<file path="src/rtl/switch_debounce_toggle.sv">
// Per-switch input conditioning: synchroniser, debounce counter, stable level,
// registered rise/fall pulses and an LED toggle register that flips on every release.
module switch_debounce_toggle #(
    parameter int NUM_SW         = 4,
    parameter int DEBOUNCE_LIMIT = 250000,
    parameter int SYNC_STAGES    = 2
) (
    input  logic              i_Clk,
    input  logic              i_Rst,
    input  logic [NUM_SW-1:0] i_Switch,
    output logic [NUM_SW-1:0] o_Sw_Level,
    output logic [NUM_SW-1:0] o_Sw_Rise,
    output logic [NUM_SW-1:0] o_Sw_Fall,
    output logic [NUM_SW-1:0] o_LED_Toggle
);

    localparam int               CNT_W    = $clog2(DEBOUNCE_LIMIT);
    localparam logic [CNT_W-1:0] CNT_LAST = CNT_W'(DEBOUNCE_LIMIT - 1);
    localparam logic [CNT_W-1:0] CNT_ONE  = CNT_W'(1);

    logic [NUM_SW-1:0] sync_q [SYNC_STAGES];
    logic [NUM_SW-1:0] sync;

    logic [CNT_W-1:0]  count_q [NUM_SW];
    logic [CNT_W-1:0]  count_d [NUM_SW];
    logic [NUM_SW-1:0] level_d;
    logic [NUM_SW-1:0] rise_d;
    logic [NUM_SW-1:0] fall_d;
    logic [NUM_SW-1:0] toggle_d;

    assign sync = sync_q[SYNC_STAGES-1];

    // A channel commits its new level only after DEBOUNCE_LIMIT consecutive
    // differing synced samples; any sample matching the current level restarts it.
    always_comb begin
        level_d  = o_Sw_Level;
        rise_d   = '0;
        fall_d   = '0;
        toggle_d = o_LED_Toggle;
        for (int n = 0; n < NUM_SW; n++) begin
            count_d[n] = '0;
            if (sync[n] != o_Sw_Level[n]) begin
                if (count_q[n] == CNT_LAST) begin
                    level_d[n]  = sync[n];
                    rise_d[n]   = sync[n];
                    fall_d[n]   = ~sync[n];
                    toggle_d[n] = o_LED_Toggle[n] ^ ~sync[n];
                end else begin
                    count_d[n] = count_q[n] + CNT_ONE;
                end
            end
        end
    end

    always_ff @(posedge i_Clk) begin
        if (i_Rst) begin
            for (int s = 0; s < SYNC_STAGES; s++) begin
                sync_q[s] <= '0;
            end
            for (int n = 0; n < NUM_SW; n++) begin
                count_q[n] <= '0;
            end
            o_Sw_Level   <= '0;
            o_Sw_Rise    <= '0;
            o_Sw_Fall    <= '0;
            o_LED_Toggle <= '0;
        end else begin
            sync_q[0] <= i_Switch;
            for (int s = 1; s < SYNC_STAGES; s++) begin
                sync_q[s] <= sync_q[s-1];
            end
            for (int n = 0; n < NUM_SW; n++) begin
                count_q[n] <= count_d[n];
            end
            o_Sw_Level   <= level_d;
            o_Sw_Rise    <= rise_d;
            o_Sw_Fall    <= fall_d;
            o_LED_Toggle <= toggle_d;
        end
    end

endmodule
</file>
<file path="config.mk">
export PLATFORM = sky130hd
export DESIGN_NAME = switch_debounce_toggle
export DESIGN_NICKNAME = d
export VERILOG_FILES = /design/src/rtl/switch_debounce_toggle.sv
export SDC_FILE = /design/constraint.sdc
export NUM_CORES = 1
export LEC_CHECK = 0
export CAP_MARGIN = 40
export CORE_UTILIZATION = 39
export CTS_BUF_LIST = sky130_fd_sc_hd__clkbuf_4
export CTS_CLUSTER_DIAMETER = 50
export CTS_CLUSTER_SIZE = 10
export DETAILED_ROUTE_END_ITERATION = 10
export GPL_TIMING_DRIVEN = 0
export PLACE_DENSITY = 0.68
export RECOVER_POWER = 100
export SYNTH_ARGS = -nofsm -noshare
export SYNTH_HDL_FRONTEND = slang
export SYNTH_SLANG_ARGS = --single-unit
export TNS_END_PERCENT = 30
</file>
<file path="constraint.sdc">
create_clock -name i_Clk -period 1.86 [get_ports i_Clk]
set_input_delay 0.372 -clock i_Clk [delete_from_list [all_inputs] [get_ports i_Clk]]
set_output_delay 0.372 -clock i_Clk [all_outputs]
set_load 0.1 [all_outputs]
</file>
==> run_results.csv <==
group,metric,value,unit
synthesis,synth.top_cells.by_count,"dfxtp_1, nor2_1, xnor2_1",
timing,rsz0062_at_grt,"yes",
place,port-buffer-count,21,
finish,syn2layout_area_growth,20.4,%
synthesis,ys.flop_type,"dfxtp_1",
power_and_ir_drop,peakVddDrop,0.328,mV
global_route,grt_max_degree,17,
timing,worst_slack,-0.223,ns
timing,min_period,2.08,ns
setup_path,ff2ff_path_depth,4,
synthesis,synth.distinct_cells,37,
synthesis,synth_area,0.00408,mm^2
synthesis,yosysTopAreaCell,"dfxtp_1",
timing,max_freq,480,MHz
timing,relSlewSlack,65.3,%
setup_path,worst_setup_path_end_kind,"register",
setup_path,rr_startpoint,"count_q[2][10]",
setup_path,worstPathMaxFanout,6,
clock_tree,cts_buffers,9,
power_and_ir_drop,power.leakage,1.56,nW
min_path,holdPathStages,1,
detailed_routing,drc,0,
synthesis,synth_area_leaders,"dfxtp_1, xnor2_1, nor2_1, nand4_1, nor4_1",
detailed_routing,drt_iter0_drc,133,
floorplan,ios,22,
synthesis,yosysWarnings,0,
place,dpl.cell_count,632,
timing,finClkSkew,0.0137,ns
synthesis,synthArstFlopShare,0,%
timing,finalCritPeriodShare,112,%
power_and_ir_drop,p_comb_share,1.8,%
place,dpl.hpwl,5700,um
synthesis,synth-edff-count,0,
detailed_routing,drt_first_pass_iters,4,
synthesis,ys_seq_elements,96,
floorplan,row_count,36,
setup_path,cp-start-kind,"register",
min_path,hold_end,"count_q[0][0]",
power_and_ir_drop,clkPwrFrac,37.1,%
global_route,gr-total-overflow,0,
floorplan,die_w,104,um
detailed_routing,viasPerCell,5.23,
detailed_routing,routed_wirelength,8560,um
global_route,grt_pass1_vias,3195,
run_status,violations,"negative setup slack",
min_path,hp-class,"reg -> reg",
floorplan,initial_utilization,41.0,%
setup_path,cp_data_required_time,2.26,ns
floorplan,die_h,104,um
setup_path,reg2reg_slack,-0.22,ns
power_and_ir_drop,p_int,2.63,mW
job,cap_violations,0,
synthesis,syn_nets,472,
clock_tree,cts.path.max_buffers,2,
global_route,grt_pass1_wl,14600,um
synthesis,yosysSeqAreaShare,47.1,%
global_route,grt_antenna_before_repair,0,
timing,finalMaxSlewViolations,0,
clock_tree,clock-sinks,96,
setup_path,critPathKind,"reg -> reg",
finish,drive_gt1_share,14.1,%
clock_tree,htreeDepth,3,
power_and_ir_drop,swShare,22.2,%
detailed_routing,avgRoutedWirePerCell,13.0,um
global_route,grt_usage,16.6,%
finish,final_util,49.3,%
finish,stdcell_count,656,
power_and_ir_drop,p_seq_share,61.1,%
setup_path,rr_endpoint,"o_LED_Toggle[2]",
floorplan,core_area,0.00995,mm^2
detailed_routing,vias,3431,
timing,worstMarginPinSlew,0.513,ns
timing,fin_hold_ws,0.444,ns
setup_path,worstPathArrival,2.49,ns
finish,antennaDiodeCount,0,
power_and_ir_drop,powerDensity,689,mW/mm^2
run_status,outcome,"finished, violations left",
synthesis,syn_area_per_cell,8.83,um^2
timing,final_hold_viol_count,0,
floorplan,dieArea,0.0109,mm^2
min_path,holdCritStartpoint,"count_q[0][0]",
place,globalplace.congestion,0.826,
synthesis,synth_top_area_share,47.1,%
detailed_routing,detail-route-antenna-nets,0,
finish,final_net_count,528,
power_and_ir_drop,power_switching,0.751,mW
clock_tree,clk_latency,0.46,ns
clock_tree,cts_tree,"done",
clock_tree,root_buffer,"clkbuf_4",
timing,setup_viol,31,
synthesis,syn-instance-count,462,
synthesis,yosysMostFrequentCell,"dfxtp_1",
clock_tree,cts.clk_slew.worst_paths,0.14,ns
## metal layers
metal | routed length (um) | part of all wire, % | GRT usage (%) | vias to the layer above
met5 | 0 | 0 | 0 | -
met4 | 170 | 2.0 | 6.43 | 0
met3 | 258 | 3.0 | 4.89 | 15
met2 | 4000 | 47 | 25.8 | 50
met1 | 4120 | 48 | 21.5 | 1622
li1 | - | - | - | 1744
## worst max path at each step
stage,start,end,slack (ns),cells past startpoint
floorplan,count_q[2][11],o_LED_Toggle[2],-0.11,4
global placement,i_Rst,count_q[0][9],-0.56,6
detailed placement,i_Rst,count_q[0][9],-0.59,6
CTS,count_q[2][11],o_LED_Toggle[2],-0.19,4
global route,count_q[2][4],count_q[2][16],-0.27,5
finish,count_q[2][10],o_LED_Toggle[2],-0.22,4
## timing repair
item	CTS	global route
endpoints found under the setup margin	74	60
setup buffers	2	5
cloned	0	1
hold buffers	0	0
pin swaps	2	5
gates resized for setup	50	29
## placed cells by master, fill, tap and decap left out, drive strengths merged, types with 10 or more instances in the layout
master       instances
xor2                15
dlygate4sd2         16
a21oi               15
clkbuf              27
inv                 14
and3                13
nor2                70
nand2               21
xnor2               43
nor2b               10
nor4                23
buf                 17
dfxtp               96
nand3               24
nor3                22
nand4               24
## per-stage QoR
step                      TNS, ns  cell area, um^2  setup WS, ns  total power, mW
after global placement     -20.65             4470        -0.563             2.17
final                       -3.25             4910        -0.223             3.39
after CTS                   -2.40             5010        -0.190             3.42
after global routing        -7.17             4910        -0.270             3.53
after floorplan             -2.51             4100        -0.109             2.15
after detailed placement   -22.09             4730        -0.589             2.17
## power by group through the flow
stage               Sequential (mW)  Clock (mW)  Combinational [mW]
floorplan                      2.12           0              0.0313
global placement               2.12           0              0.0533
detailed placement             2.12           0              0.0541
CTS                            2.07        1.29              0.0567
global route                   2.07        1.39              0.0671
finish                         2.07        1.26              0.0599
## cells by family after synthesis
kind of cell	synth area share, %
buffers and inverters	2.24
AO/OA/AOI/OAI	5.25
flip-flops	47.1
AND/OR/NAND/NOR	31.7
XOR/XNOR	12.5
adder cells (fa/ha/maj)	1.23
## area by class of cell
cell class	instances	area, um^2
multi-input cells	342	2150
repair buffers	45	388
clock inverters	7	93.8
flip-flops and latches	96	1940
fillers	940	5040
inverters	13	48.8
plain buffers	11	60.1
well taps	133	166
clock buffers	9	67.6
## worst max-delay path: stages (launching register included)
cell     delay (ns)
dfxtp_4        0.39
or4_1          0.50
or4_4          0.59
or4_4          0.43
a21oi_2        0.12
## sequential cells by signal, summed over array words and instances, names as in the netlist
| name | count |
|---|---|
| o_Sw_Rise | 4 |
| o_LED_Toggle | 4 |
| count_q | 72 |
| o_Sw_Level | 4 |
| sync_q | 8 |
| o_Sw_Fall | 4 |
Power figures use the tool's default switching activity.
